===== config.mk =====
export PLATFORM = sky130hd
export DESIGN_NAME = shift_reg_univ
export DESIGN_NICKNAME = d
export VERILOG_FILES = /design/src/rtl/shift_reg_pkg.sv /design/src/rtl/shift_step.sv /design/src/rtl/shift_reg_univ.sv
export SDC_FILE = /design/constraint.sdc
export NUM_CORES = 1
export LEC_CHECK = 0
export BUFFER_PORTS_ARGS = -buffer_cell sky130_fd_sc_hd__buf_2
export CAP_MARGIN = 20
export CORE_ASPECT_RATIO = 1.1
export CORE_MARGIN = 3
export CORE_UTILIZATION = 53
export CTS_CLUSTER_DIAMETER = 100
export CTS_CLUSTER_SIZE = 8
export DETAILED_ROUTE_END_ITERATION = 7
export PLACE_DENSITY_LB_ADDON = 0.08
export SLEW_MARGIN = 30
export SYNTH_ARGS = -nofsm -noshare
export SYNTH_HDL_FRONTEND = slang
export SYNTH_SLANG_ARGS = --single-unit

===== constraint.sdc =====
create_clock -name clk_i -period 3.5 [get_ports clk_i]
set_clock_uncertainty 0.05 [all_clocks]
set_input_delay 0.35 -clock clk_i [delete_from_list [all_inputs] [get_ports clk_i]]
set_output_delay 0.35 -clock clk_i [all_outputs]
set_load 0.005 [all_outputs]

===== src/rtl/shift_reg_pkg.sv =====
// shift_reg_pkg: mode and state encodings shared by the universal shift register
package shift_reg_pkg;
    localparam logic [2:0] MODE_SHR = 3'd0;
    localparam logic [2:0] MODE_SHL = 3'd1;
    localparam logic [2:0] MODE_ASR = 3'd2;
    localparam logic [2:0] MODE_ROR = 3'd3;
    localparam logic [2:0] MODE_ROL = 3'd4;
    localparam logic [0:0] ST_IDLE  = 1'b0;
    localparam logic [0:0] ST_SHIFT = 1'b1;
    function automatic logic mode_valid(input logic [2:0] m);
        return m <= MODE_ROL;
    endfunction
endpackage


===== src/rtl/shift_step.sv =====
// shift_step: combinational single-position shift/rotate of a WIDTH-bit value
module shift_step
    import shift_reg_pkg::*;
#(
    parameter int WIDTH = 8
) (
    input  logic [WIDTH-1:0] val_i,
    input  logic [2:0]       mode_i,
    input  logic             ser_in_i,
    output logic [WIDTH-1:0] val_o,
    output logic             bit_o
);
    logic left;
    logic fill;
    assign left  = (mode_i == MODE_SHL) || (mode_i == MODE_ROL);
    assign fill  = (mode_i == MODE_SHR) || (mode_i == MODE_SHL) ? ser_in_i :
                   (mode_i == MODE_ROR) ? val_i[0] : val_i[WIDTH-1];
    assign val_o = left ? {val_i[WIDTH-2:0], fill} : {fill, val_i[WIDTH-1:1]};
    assign bit_o = left ? val_i[WIDTH-1] : val_i[0];
endmodule


===== src/rtl/shift_reg_univ.sv =====
// shift_reg_univ: multi-mode shift register running N single-position steps per start
module shift_reg_univ
    import shift_reg_pkg::*;
#(
    parameter int WIDTH = 8,
    parameter int CNT_W = 4
) (
    input  logic             clk_i,
    input  logic             rst_i,
    input  logic             load_i,
    input  logic [WIDTH-1:0] d_in_i,
    input  logic             start_i,
    input  logic [2:0]       mode_i,
    input  logic [CNT_W-1:0] amt_i,
    input  logic             ser_in_i,
    output logic [WIDTH-1:0] d_out_o,
    output logic             ser_out_o,
    output logic             busy_o,
    output logic             done_o
);
    logic [0:0]       state_q, state_d;
    logic [CNT_W-1:0] cnt_q, cnt_d;
    logic [2:0]       mode_q, mode_d;
    logic [WIDTH-1:0] data_q, data_d, step_val;
    logic             ser_q, ser_d, done_q, done_d, step_bit;

    shift_step #(.WIDTH(WIDTH)) u_step (
        .val_i   (data_q),
        .mode_i  (mode_q),
        .ser_in_i(ser_in_i),
        .val_o   (step_val),
        .bit_o   (step_bit)
    );

    // Busy shifting blocks load/start; load outranks start when idle
    always_comb begin
        state_d = state_q;
        cnt_d   = cnt_q;
        mode_d  = mode_q;
        data_d  = data_q;
        ser_d   = ser_q;
        done_d  = 1'b0;
        if (state_q == ST_SHIFT) begin
            data_d = step_val;
            ser_d  = step_bit;
            cnt_d  = cnt_q - CNT_W'(1);
            if (cnt_q == CNT_W'(1)) begin
                state_d = ST_IDLE;
                done_d  = 1'b1;
            end
        end else if (load_i) begin
            data_d = d_in_i;
            ser_d  = 1'b0;
        end else if (start_i && mode_valid(mode_i)) begin
            if (amt_i == '0) begin
                done_d = 1'b1;
            end else begin
                state_d = ST_SHIFT;
                mode_d  = mode_i;
                cnt_d   = amt_i;
            end
        end
    end

    always_ff @(posedge clk_i) begin
        if (rst_i) begin
            state_q <= ST_IDLE;
            cnt_q   <= '0;
            mode_q  <= MODE_SHR;
            data_q  <= '0;
            ser_q   <= 1'b0;
            done_q  <= 1'b0;
        end else begin
            state_q <= state_d;
            cnt_q   <= cnt_d;
            mode_q  <= mode_d;
            data_q  <= data_d;
            ser_q   <= ser_d;
            done_q  <= done_d;
        end
    end

    assign d_out_o   = data_q;
    assign ser_out_o = ser_q;
    assign busy_o    = (state_q == ST_SHIFT);
    assign done_o    = done_q;
endmodule


# Yosys cells after proc, flatten, opt, wreduce, memory -nomap -nowiden
# Index checks and enable logic that the tools add are counted.
# totals
output_inout_bits	11
input_bits	20
reg_bits	18
wordCells	48
# op_classes
magnitude_cmp	1
add_sub_neg	1
n_mux	22
n_eq_ne	6
n_reduce_logical	9
n_bitwise	3
# ops
operator	count
$mux W8	3
$mux W4	4
$mux W1	15
$eq A4 B1 Y1 const B	1
$logic_not A4 Y1	1
$reduce_and A4 Y1	1
$reduce_bool A2 Y1	2
$sub A4 B1 Y4 const B	1
$eq A3 B1 Y1 const B	1
$eq A3 B2 Y1 const B	1
$eq A3 B3 Y1 const B	1
$le A3 B3 Y1 const B	1
$logic_not A3 Y1	1
$not A1 Y1	3
$reduce_and A3 Y1	1
$logic_or A1 B1 Y1	2
$ne A2 B1 Y1 const B	1
$ne A2 B2 Y1 const B	1
$logic_and A1 B1 Y1	1

# Depth between registers and ports, before layout
# Gate-level depths: netlist of run 1.
# logic_depth
depth_word	5
ltp_mapped	6
ltp_nobuf	6

# By module
# A second synthesis of run 1 with hierarchy kept.
# unflattened
cells_unflattened	124
hier_area_um2	1117.3
# by_module_without_submodules
module	seq_area_each_um2	area_per_inst_um2	instances	cells_per_inst
shift_reg_univ	360.3	923.4	1	101
shift_step	0.0	193.9	1	23

# Least setup slack after synthesis of run 1
# OpenSTA, ideal clock, no wires.
# synth_timing
kind	input -> register
startpoint	in mode_i[0]
endpoint	reg mode_q[0]
t_required_ps	3322
setup_ps	128
stages	5
path_slack_ps	1972
arrival_ps	1350
n_path_buf	1
cell_sequence	o21a_1 > or4_1 > buf_2 > mux2i_1 > nor2_1
# synth_between
elab_chain_len	3
# synth_rtl
element	line	text
start, declared	shift_reg_univ.sv:13	input logic [2:0] mode_i,
$le A3 B3 Y1	shift_reg_pkg.sv:11	return m <= MODE_ROL;
$logic_and A1 B1 Y1	shift_reg_univ.sv:54	end else if (start_i && mode_valid(mode_i)) begin
$reduce_and A4 Y1 (no line)	-	
end signal, assigned	shift_reg_univ.sv:76	mode_q <= mode_d;
end, declared	shift_reg_univ.sv:23	logic [2:0] mode_q, mode_d;
# Several ways; a longest one is shown, not always the timed one.
# A chain may end at the register's enable or synchronous reset.

# Worst setup path after layout of run 1
# layout_timing
startpoint	reg state_q, in the netlist busy_o
endpoint	out busy_o
# layout_lines
element	line	text
start, declared	shift_reg_univ.sv:21	logic [0:0] state_q, state_d;
start signal, assigned	shift_reg_univ.sv:74	state_q <= state_d;
end, declared	shift_reg_univ.sv:18	output logic busy_o,
# No word-level cell between the ends.

==> results of run 1 <==
## final cells by class
| type | instances | area, sq um | share of cell area, % |
|---|---|---|---|
| repair buffers | 30 | 150 | 13.1 |
| well taps | 17 | 21.3 | 1.85 |
| inverters | 4 | 15.0 | 1.31 |
| multi-input cells | 86 | 564 | 49.2 |
| clock buffers | 4 | 36.3 | 3.16 |
| flip-flops and latches | 18 | 360 | 31.4 |
## cell families after synthesis
kind of cell / Yosys count
AOI/OAI and AO/OA: 41
xor gates and xnor gates: 2
adders and majority gates: 2
buffers and inverters: 12
DFF: 18
muxes: 3
and+or+nand+nor: 38
## power by group through the flow
stage          Sequential [mW]  Combinational (mW)  Clock (mW)
2_1_floorplan            0.238              0.0606           0
3_3_place_gp             0.246              0.0844           0
3_5_place_dp             0.246              0.0878           0
4_1_cts                  0.242              0.0883       0.130
5_1_grt                  0.245              0.0992       0.138
6_report                 0.242              0.0880       0.127
## per-stage QoR
| step | utilization [%] | hold slack, ns | worst slack, ns | area [sq um] |
|---|---|---|---|---|
| 2_1_floorplan | - | 0.424 | 1.97 | 971 |
| 3_3_place_gp | 67.3 | 0.443 | 1.71 | 1110 |
| 3_5_place_dp | 67.3 | 0.456 | 1.65 | 1110 |
| 4_1_cts | 69.5 | 0.266 | 1.63 | 1150 |
| 5_1_grt | 69.5 | 0.278 | 1.46 | 1150 |
| 6_report | 69.5 | 0.269 | 1.63 | 1150 |
## worst max path at each step
| stage | from | to | slack, ns |
|---|---|---|---|
| global placement | load_i | mode_q[1] | 1.71 |
| CTS | busy_o | busy_o | 1.63 |
| global route | busy_o | cnt_q[3] | 1.46 |
| finish | busy_o | busy_o | 1.63 |
| detailed placement | load_i | mode_q[1] | 1.65 |
| floorplan | mode_i[0] | mode_q[0] | 1.97 |
## layout by cell type, fill, tap and decap left out, drive strengths merged
cell type  synthesis  routed
a21oi              6       6
a32oi              1       1
nor2              10      10
and2b              5       5
xnor2              1       1
nor3               2       2
nor2b              3       3
o21bai             1       1
nor4b              1       1
buf                1      30
or4                1       1
ha                 2       2
inv                4       4
nand2b             1       1
o21a               2       2
and3b              1       1
xor2               1       1
mux2i              3       3
nand3              1       1
clkbuf             7       4
a311oi             9       9
o21ai              8       8
a22oi              1       1
o221ai             1       1
dfxtp             18      18
a211oi             9       9
nor4               2       2
o31ai              1       1
nand2             11      11
o211ai             1       1
a221oi             1       1
## sequential cells by signal (all words and copies together), names as in the netlist
name	cells
busy_o	1
ser_out_o	1
cnt_q	4
mode_q	3
d_out_o	8
done_o	1
## per-layer routing
layer	up-vias	routed length, um
met5	-	0
met4	0	34
met3	4	112
met2	33	1210
met1	464	1020
li1	485	-
==> reports/results.tsv, run 1 <==
stage	metric	value	unit
run_status	status	finished clean	
final_layout	Total Nets Final	165	
floorplanning	row cnt	15	
worst_hold_path	Hold Path Depth	3	
yosys	XOR/XNOR Fraction of Synth Area	1.80	%
yosys	Synth Area per Inst	8.37	sq um
setup_path	worst path bufs/invs	1	
yosys	compound-cell area share of the yosys netlist	29.6	%
timing	Fmax	535	MHz
timing	Max-slew headroom	38.0	%
yosys	post-synthesis mux area share	3.09	%
yosys	post-synthesis adder-cell area fraction	2.58	%
setup_path	R2R setup slack	1.67	ns
timing	post-route minimum period	1.87	ns
yosys	EDFF count, synth	0	
place	placed wire-length estimate	1750	um
pwr	Total Power	458	uW
clocking	CTS tree	built	
run	Max Cap Viol	0	
detailed_routing	vias per inst	6.20	
clocking	Sink Count	18	
timing	max-slew violations	0	
yosys	FFs w/ async S/R, synth	0	%
detailed_routing	vias post-DR	986	
setup_path	WS Path Type	reg2out	
grt	Most Crowded Layer GR	met2	
yosys	register bit total from synthesis	18	
detailed_routing	routed len/inst	15.0	um
pwr	Int Pwr	327	uW
yosys	yosys warns	0	
worst_hold_path	hold endpoint	mode_q[2]	
setup_path	Worst path max stage delay	0.94	ns
floorplanning	Die Wd	46.8	um
yosys	post-synthesis sequential area ratio	37.1	%
final_layout	post-route insts no fill	159	
pwr	Power Density	399	mW/mm^2
timing	Final Cycle Share	53.4	%
clocking	# H-tree levels	1	
setup_path	Worst Setup End Kind	output pin	
yosys	largest family of logic cells by synthesized area	compound AO/OA/AOI/OAI gates	
setup_path	Crit-path slowest cell	dfxtp_1	
setup_path	Critical Path Start Type	flop	
detailed_routing	1st-iter DRT viols	13	
pwr	Gate power share	19.2	%
final_layout	Filler cells	149	
grt	GRT met1 Usage	27.4	%
floorplanning	die height	50.9	um
grt	met2 Usage GRT	37.8	%
floorplanning	die area	0.00238	sq mm
place	Placer Congestion	0.795	
timing	final-report hold violation count	0	
detailed_routing	antenna violation net count after detailed routing	0	
clocking	maximum root-to-sink buffer count	2	
final_layout	ANT cells	0	
yosys	post-synth top area share	37.1	%
yosys	syn nets	138	
clocking	post-CTS setup buffers	0	
yosys	most frequent cell after synthesis	dfxtp_1	
yosys	Synth Area in Simple Gates	21.0	%
floorplanning	I/O Pins	31	
pwr	Psw	131	uW
yosys	Synth top cells by count	18 x dfxtp_1, 11 x nand2_1, 9 x a211oi_1, 9 x a311oi_1, 9 x nor2_1	
grt	initial antenna violation count	0	
timing	Setup TNS Final	0	ns
setup_path	Critical Path RT	3.10	ns
setup_path	CP Cell Sequence	buf_2	
setup_path	arrival time worst endpoint	1.47	ns
clocking	Worst-path clk slew	0.10	ns
clocking	Post-CTS Hold Buffers	0	
clocking	clk_lat worst skew	0.29	ns
timing	Setup-failing EPs final	0	
detailed_routing	DRC	0	
pwr	switching share of power	28.6	%
final_layout	fraction of layout cells with a size suffix above 1	25.4	%
setup_path	worst reg2reg startpoint	busy_o	
clocking	PostCTS Resize Cnt	0	
floorplanning	initial core utilization	58.8	%
timing	Slew @ Worst Pin	0.929	ns
floorplanning	core area	0.00165	sq mm
place	Inst Count DP	155	
worst_hold_path	worst hold path class	in2reg	
timing	setup repair after global routing missed its margin	no	
pwr	clock share of power	27.8	%
yosys	Yosys cell types	32	
grt	first-pass GRT wire length	3910	um
yosys	Post-Synthesis Cell Area	971	sq um
pwr	maximum vdd drop	208	uV
worst_hold_path	Hold Startpoint	mode_i[2]	
clocking	root buffer cell	clkbuf_4	
grt	remaining global-route overflow	0	
setup_path	CP Depth	1	
grt	met3 Use GR	3.17	%
pwr	sequential share of power	52.9	%
pwr	LEAKAGE	0.489	nW
place	I/O Buffers	30	
yosys	Synth area leader	dfxtp_1	
yosys	main flop type after synthesis	dfxtp_1	
yosys	synth top area cells	dfxtp_1 37%, a311oi_1 8.1%, a211oi_1 7.0%	
detailed_routing	total routed wirelength	2380	um
setup_path	reg2reg end	cnt_q[3]	
detailed_routing	drt first pass iters	4	
grt	largest net degree at the start of global routing	30	
clocking	CTS Buf Count	3	
final_layout	Area Growth Syn to Fin	18.2	%
grt	vias in the first global route	923	
grt	global-route usage over all layers	22.3	%
setup_path	r2r worst-path depth	3	
setup_path	Worst Path Max Fanout	29	
setup_path	CP top delay family	flip-flops	
yosys	Post-Synthesis Cells	116	
(Power assumes the default switching activity.)
==> inputs of run 2 (changes only) <==
--- a/config.mk
+++ b/config.mk
@@ -9,7 +9,7 @@
 export CAP_MARGIN = 20
 export CORE_ASPECT_RATIO = 1.1
 export CORE_MARGIN = 3
-export CORE_UTILIZATION = 53
+export CORE_UTILIZATION = 44
 export CTS_CLUSTER_DIAMETER = 100
 export CTS_CLUSTER_SIZE = 8
 export DETAILED_ROUTE_END_ITERATION = 7
==> constraint.sdc (replaced) <==
create_clock -name clk_i -period 1.7 [get_ports clk_i]
set_clock_uncertainty 0.05 [all_clocks]
set_input_delay 0.17 -clock clk_i [delete_from_list [all_inputs] [get_ports clk_i]]
set_output_delay 0.17 -clock clk_i [all_outputs]
set_load 0.005 [all_outputs]
==> reports/results.tsv, run 2 (synthesis results as in run 1) <==
stage	metric	value	unit	change
timing	final worst setup slack	0.196	ns	-1.44 ns
floorplanning	die height	55.3	um	+8.6%
final_layout	fraction of layout cells with a size suffix above 1	26.9	%	+1.5 points
worst_hold_path	Hold Startpoint	mode_i[0]		
timing	post-route minimum period	1.50	ns	
clocking	Sink Count	18		unchanged
timing	setup repair after global routing missed its margin	no		
timing	max-slew violations	0		unchanged
grt	initial antenna violation count	0		unchanged
floorplanning	core area	0.00204	sq mm	+24%
final_layout	leading cell types in the layout, fill and taps excluded	30 x buf_2, 18 x dfxtp_1, 11 x nand2_1		
final_layout	max FFs per register	8		unchanged
detailed_routing	total routed wirelength	2330	um	-2.1%
timing	final-report hold violation count	0		unchanged
clocking	# H-tree levels	1		unchanged
setup_path	Critical Path RT	1.83	ns	-1.27 ns
pwr	LEAKAGE	0.501	nW	+2.6%
clocking	CTS tree	built		
worst_hold_path	worst hold path class	in2reg		
grt	global-route usage over all layers	17.7	%	-4.6 points
worst_hold_path	hold endpoint	mode_q[0]		
final_layout	Total Nets Final	169		+2.4%
detailed_routing	vias per inst	5.62		-9.4%
setup_path	r2r worst-path depth	5		+2
place	I/O Buffers	30		unchanged
floorplanning	I/O Pins	31		unchanged
setup_path	Worst Setup End Kind	flop		
detailed_routing	drt first pass iters	4		unchanged
floorplanning	Die Wd	50.8	um	+8.5%
detailed_routing	routed len/inst	13.5	um	-10%
place	pre-CTS WS	0.118	ns	-1.53 ns
clocking	Worst-path clk slew	0.10	ns	about the same
setup_path	arrival time worst endpoint	1.63	ns	+0.16 ns
pwr	Power Density	759	mW/mm^2	+90%
clocking	Post-CTS Hold Buffers	0		unchanged
worst_hold_path	Hold Path Depth	3		unchanged
clocking	CTS Buf Count	3		unchanged
timing	Slew @ Worst Pin	0.430	ns	-0.499 ns
floorplanning	row cnt	17		+2
run_status	status	finished clean		
grt	first-pass GRT wire length	3960	um	+1.4%
setup_path	WS Path Type	reg2reg		
final_layout	Area Growth Syn to Fin	21.3	%	
pwr	maximum vdd drop	322	uV	+55%
timing	Setup TNS Final	0	ns	unchanged
run	Max Cap Viol	0		unchanged
grt	Most Crowded Layer GR	met2		
grt	vias in the first global route	915		-0.87%
place	placed wire-length estimate	1720	um	-1.9%
final_layout	fin area	0.00118	sq mm	+2.6%
clocking	PostCTS Resize Cnt	0		unchanged
final_layout	commonest non-fill, non-tap cell in the layout	buf_2		
setup_path	Critical Path Start Type	flop		
detailed_routing	DRC	0		unchanged
place	Placer Congestion	0.731		-8.0%
clocking	post-CTS setup buffers	0		unchanged
setup_path	Worst Path Max Fanout	28		-3.4%
floorplanning	initial core utilization	47.5	%	-11 points
setup_path	worst reg2reg startpoint	busy_o		
final_layout	Filler cells	204		+37%
grt	met2 Usage GRT	31.0	%	-6.8 points
grt	largest net degree at the start of global routing	29		-3.3%
grt	met3 Use GR	2.70	%	-0.47 points
detailed_routing	vias post-DR	972		-1.4%
timing	Max-slew headroom	71.3	%	+33 points
clocking	maximum root-to-sink buffer count	2		unchanged
place	Placed Instance Area	0.00115	sq mm	+3.9%
clocking	clk_lat worst skew	0.29	ns	about the same
timing	Final Cycle Share	88.5	%	
timing	Fmax	665	MHz	
timing	Setup-failing EPs final	0		unchanged
grt	remaining global-route overflow	0		unchanged
grt	GRT met1 Usage	21.8	%	-5.6 points
final_layout	ANT cells	0		unchanged
detailed_routing	antenna violation net count after detailed routing	0		unchanged
setup_path	R2R setup slack	0.20	ns	-1.47 ns
clocking	root buffer cell	clkbuf_4		
detailed_routing	1st-iter DRT viols	15		+2
floorplanning	die area	0.00281	sq mm	+18%
setup_path	reg2reg end	cnt_q[3]		
==> run 2: changes by cell type in the layout (fill, tap and decap cells not counted) <==
cell	previous run	this run
clkbuf_8	1	0
buf_4	0	4
==> run 2: how the worst max path moves through the flow <==
stage	start	endpoint	slack [ns]	cells past startpoint
finish	busy_o	cnt_q[3]	0.20	5
detailed placement	mode_i[0]	mode_q[1]	0.12	5
global placement	mode_i[0]	mode_q[1]	0.15	5
CTS	busy_o	cnt_q[3]	0.20	5
floorplan	busy_o	mode_q[0]	0.20	5
global route	busy_o	cnt_q[3]	0.01	5
==> run 2: area by class of cell <==
class	count	area, sq um	area share [%]
Sequential cell	18	360	30.6
Timing Repair Buffer	34	180	15.3
Inverter	4	15.0	1.28
Multi-Input combinational cell	86	564	47.9
Tap cell	28	35.0	2.98
Clock buffer	3	22.5	1.91
==> run 2: where the power goes <==
part / switching, mW / internal, mW
Combinational: 0.102 / 0.0949
Sequential: 0.0329 / 0.454
Clock: 0.128 / 0.0822
==> run 2: metrics by stage <==
| stage | utilization (%) | hold slack (ns) | cells | power, mW |
|---|---|---|---|---|
| final | 57.7 | 0.0707 | 173 | 0.894 |
| after global routing | 57.7 | 0.0794 | 173 | 0.944 |
| after CTS | 57.7 | 0.0701 | 173 | 0.903 |
| after detailed placement | 56.6 | 0.383 | 170 | 0.694 |
| after global placement | 56.6 | 0.364 | 170 | 0.691 |
| after floorplan | - | 0.264 | 116 | 0.614 |
==> run 2: worst max-delay path, cell delays in order, from the launching register on <==
cell and delay [ns]:
dfxtp_1 0.35, buf_4 0.27, nor4b_1 0.38, xor2_1 0.12, a22oi_1 0.17, nor2_1 0.05
==> run 2: per-layer routing <==
metal,routed length [um],up-vias
met4,17,0
met5,0,-
li1,-,491
met3,96,2
met1,1060,457
met2,1150,22
==> inputs of run 3 (changes only) <==
--- a/config.mk
+++ b/config.mk
@@ -7,9 +7,8 @@
 export LEC_CHECK = 0
 export BUFFER_PORTS_ARGS = -buffer_cell sky130_fd_sc_hd__buf_2
 export CAP_MARGIN = 20
-export CORE_ASPECT_RATIO = 1.1
 export CORE_MARGIN = 3
-export CORE_UTILIZATION = 44
+export CORE_UTILIZATION = 46
 export CTS_CLUSTER_DIAMETER = 100
 export CTS_CLUSTER_SIZE = 8
 export DETAILED_ROUTE_END_ITERATION = 7
@@ -17,4 +16,5 @@
 export SLEW_MARGIN = 30
 export SYNTH_ARGS = -nofsm -noshare
 export SYNTH_HDL_FRONTEND = slang
+export SYNTH_HIERARCHICAL = 1
 export SYNTH_SLANG_ARGS = --single-unit
==> reports/results.tsv, run 3 <==
stage	metric	value	unit	change
worst_hold_path	Hold Path Depth	3		unchanged
floorplanning	die area	0.00306	sq mm	+8.9%
final_layout	ANT cells	0		unchanged
pwr	Power Density	735	mW/mm^2	-3.2%
clocking	CTS Buf Count	3		unchanged
detailed_routing	total routed wirelength	2700	um	+16%
yosys	EDFF count, synth	0		unchanged
setup_path	arrival time worst endpoint	1.66	ns	+0.03 ns
timing	Max-slew headroom	66.8	%	-4.5 points
timing	final worst setup slack	0.188	ns	-0.00735 ns
place	Placed Instance Area	0.00130	sq mm	+12%
clocking	post-CTS setup buffers	0		unchanged
yosys	Yosys cell types	41		+28%
final_layout	Filler cells	221		+8.3%
yosys	main flop type after synthesis	dfxtp_1		
setup_path	Critical Path Start Type	flop		
setup_path	Critical Path RT	1.84	ns	about the same
yosys	synth top area cells	dfxtp_1 32%, mux2_2 15%, nand2_1 6.0%		
grt	GRT met1 Usage	25.1	%	+3.3 points
detailed_routing	vias post-DR	1062		+9.3%
pwr	maximum vdd drop	532	uV	+65%
detailed_routing	1st-iter DRT viols	40		+25
detailed_routing	drt first pass iters	4		unchanged
place	pre-CTS WS	0.192	ns	+0.0746 ns
timing	Setup-failing EPs final	0		unchanged
clocking	Worst-path clk slew	0.11	ns	about the same
timing	Fmax	662	MHz	-0.49%
final_layout	post-route insts no fill	183		+5.8%
floorplanning	die height	55.3	um	about the same
final_layout	Total Nets Final	178		+5.3%
worst_hold_path	worst hold path class	in2reg		
timing	Slew @ Worst Pin	0.495	ns	+0.0649 ns
setup_path	worst reg2reg startpoint	mode_q[2]		
setup_path	worst path bufs/invs	0		-1
setup_path	WS Path Type	reg2reg		
floorplanning	row cnt	17		unchanged
place	I/O Buffers	30		unchanged
pwr	clock share of power	27.6	%	+4.1 points
detailed_routing	DRC	0		unchanged
yosys	Post-Synthesis Cells	124		+6.9%
yosys	syn nets	146		+5.8%
setup_path	Worst Path Max Fanout	8		-71%
yosys	Synth Area per Inst	9.01	sq um	+7.7%
yosys	Synth area leader	dfxtp_1		
place	placed wire-length estimate	1950	um	+13%
floorplanning	core area	0.00225	sq mm	+10%
clocking	CTS tree	built		
yosys	Synth top cells by count	18 x dfxtp_1, 18 x nand2_1, 15 x mux2_2		
setup_path	R2R setup slack	0.19	ns	about the same
pwr	Total Power	980	uW	+9.6%
pwr	Int Pwr	694	uW	+9.9%
grt	remaining global-route overflow	0		unchanged
grt	largest net degree at the start of global routing	19		-34%
final_layout	max FFs per register	8		unchanged
setup_path	Crit-path slowest cell	dfxtp_1		
detailed_routing	vias per inst	5.80		+3.3%
floorplanning	I/O Pins	31		unchanged
pwr	LEAKAGE	0.530	nW	+5.8%
grt	Most Crowded Layer GR	met2		
timing	Hold Slack	0.104	ns	+0.0329 ns
setup_path	CP Depth	5		unchanged
final_layout	commonest non-fill, non-tap cell in the layout	buf_2		
floorplanning	Die Wd	55.3	um	+8.9%
grt	met2 Usage GRT	27.9	%	-3.1 points
timing	max-slew violations	0		unchanged
setup_path	r2r worst-path depth	5		unchanged
yosys	yosys warns	6		+6
timing	Final Cycle Share	88.9	%	+0.43 points
grt	initial antenna violation count	0		unchanged
run	Max Cap Viol	0		unchanged
clocking	Sink Count	18		unchanged
yosys	post-synthesis sequential area ratio	32.3	%	-4.9 points
setup_path	CP Cell Sequence	xnor2_2, nor2_4, mux2_2, a21oi_1, nor2_1		
worst_hold_path	Hold Startpoint	mode_i[2]		
pwr	Gate power share	23.0	%	+0.9 points
place	Inst Count DP	179		+5.3%
grt	global-route usage over all layers	18.1	%	+0.38 points
yosys	FFs w/ async S/R, synth	0	%	unchanged
clocking	clk_lat worst skew	0.30	ns	about the same
grt	met3 Use GR	3.50	%	+0.81 points
run_status	status	finished clean		
setup_path	reg2reg end	ser_out_o		
yosys	register bit total from synthesis	18		unchanged
yosys	post-synth top area share	32.3	%	-4.9 points
pwr	switching share of power	29.2	%	-0.24 points
detailed_routing	antenna violation net count after detailed routing	0		unchanged
timing	post-route minimum period	1.51	ns	+0.00735 ns
timing	final-report hold violation count	0		unchanged
grt	vias in the first global route	994		+8.6%
final_layout	leading cell types in the layout, fill and taps excluded	30 x buf_2, 18 x nand2_1, 18 x dfxtp_1		
yosys	Post-Synthesis Cell Area	0.00112	sq mm	+15%
pwr	Psw	286	uW	+8.7%
final_layout	final core occ	59.1	%	+1.4 points
grt	first-pass GRT wire length	4550	um	+15%
timing	Setup TNS Final	0	ns	unchanged
clocking	# H-tree levels	1		unchanged
clocking	PostCTS Resize Cnt	0		unchanged
worst_hold_path	hold endpoint	mode_q[2]		
clocking	root buffer cell	clkbuf_4		
clocking	maximum root-to-sink buffer count	2		unchanged
timing	setup repair after global routing missed its margin	no		
final_layout	fin area	0.00133	sq mm	+13%
final_layout	fraction of layout cells with a size suffix above 1	40.6	%	+14 points
setup_path	Worst path max stage delay	0.47	ns	+0.09 ns
setup_path	CP top delay family	flip-flops		
final_layout	Area Growth Syn to Fin	19.3	%	
pwr	sequential share of power	49.4	%	-5.1 points
detailed_routing	routed len/inst	14.7	um	+9.5%
clocking	Post-CTS Hold Buffers	0		unchanged
setup_path	Worst Setup End Kind	flop		
floorplanning	initial core utilization	49.6	%	+2.0 points
place	Placer Congestion	0.728		-0.44%
-- run 3: cell count changes in the layout (fill, tap and decap cells not counted), moves of 7 or more --
cell,change
a211oi_1,-7
a21oi_1,+7
a311oi_1,-8
mux2_2,+15
nand2_1,+7
nor2_1,-7
-- run 3: layout make-up --
| type | instances | area [sq um] | share of cell area (%) |
|---|---|---|---|
| clock buffer | 4 | 36.3 | 2.72 |
| timing repair buffer | 33 | 173 | 13.0 |
| multi-input combinational | 95 | 709 | 53.2 |
| tap | 28 | 35.0 | 2.63 |
| sequential | 18 | 360 | 27.0 |
| inverter | 5 | 18.8 | 1.41 |
-- run 3: kinds of logic (layout without fill, tap and decap cells) --
group / count (synthesis) / count (layout) / synth area share, %
muxes: 15 / 15 / 15.1
buffers and inverters: 11 / 42 / 4.25
adders and majority gates: 2 / 2 / 2.24
DFF: 18 / 18 / 32.3
AOI/OAI and AO/OA: 35 / 35 / 21.2
xor gates and xnor gates: 2 / 2 / 2.24
and+or+nand+nor: 41 / 41 / 22.7
-- run 3: how the worst max path moves through the flow --
| stage | start | to |
|---|---|---|
| 3_5_place_dp | mode_q[2] | ser_out_o |
| 2_1_floorplan | mode_q[0] | ser_out_o |
| 6_report | mode_q[2] | ser_out_o |
| 5_1_grt | mode_q[2] | ser_out_o |
| 4_1_cts | mode_q[2] | ser_out_o |
| 3_3_place_gp | mode_q[2] | ser_out_o |
-- run 3: power by group through the flow --
stage / combinational [mW] / clock, mW / sequential (mW)
floorplan: 0.150 / 0 / 0.485
global placement: 0.218 / 0 / 0.492
detailed placement: 0.222 / 0 / 0.493
CTS: 0.225 / 0.276 / 0.483
global route: 0.249 / 0.296 / 0.489
finish: 0.225 / 0.271 / 0.484
-- run 3: tightest hold or removal path, stage by stage --
cell and delay [ns]:
buf_2 0.12, nand4_1 0.06, a21oi_1 0.05
-- run 3: routing by layer --
layer  wire (um)  up-vias
li1            -      532
met1        1240      490
met2        1260       36
met3         164        4
met4          33        0
met5           0        -
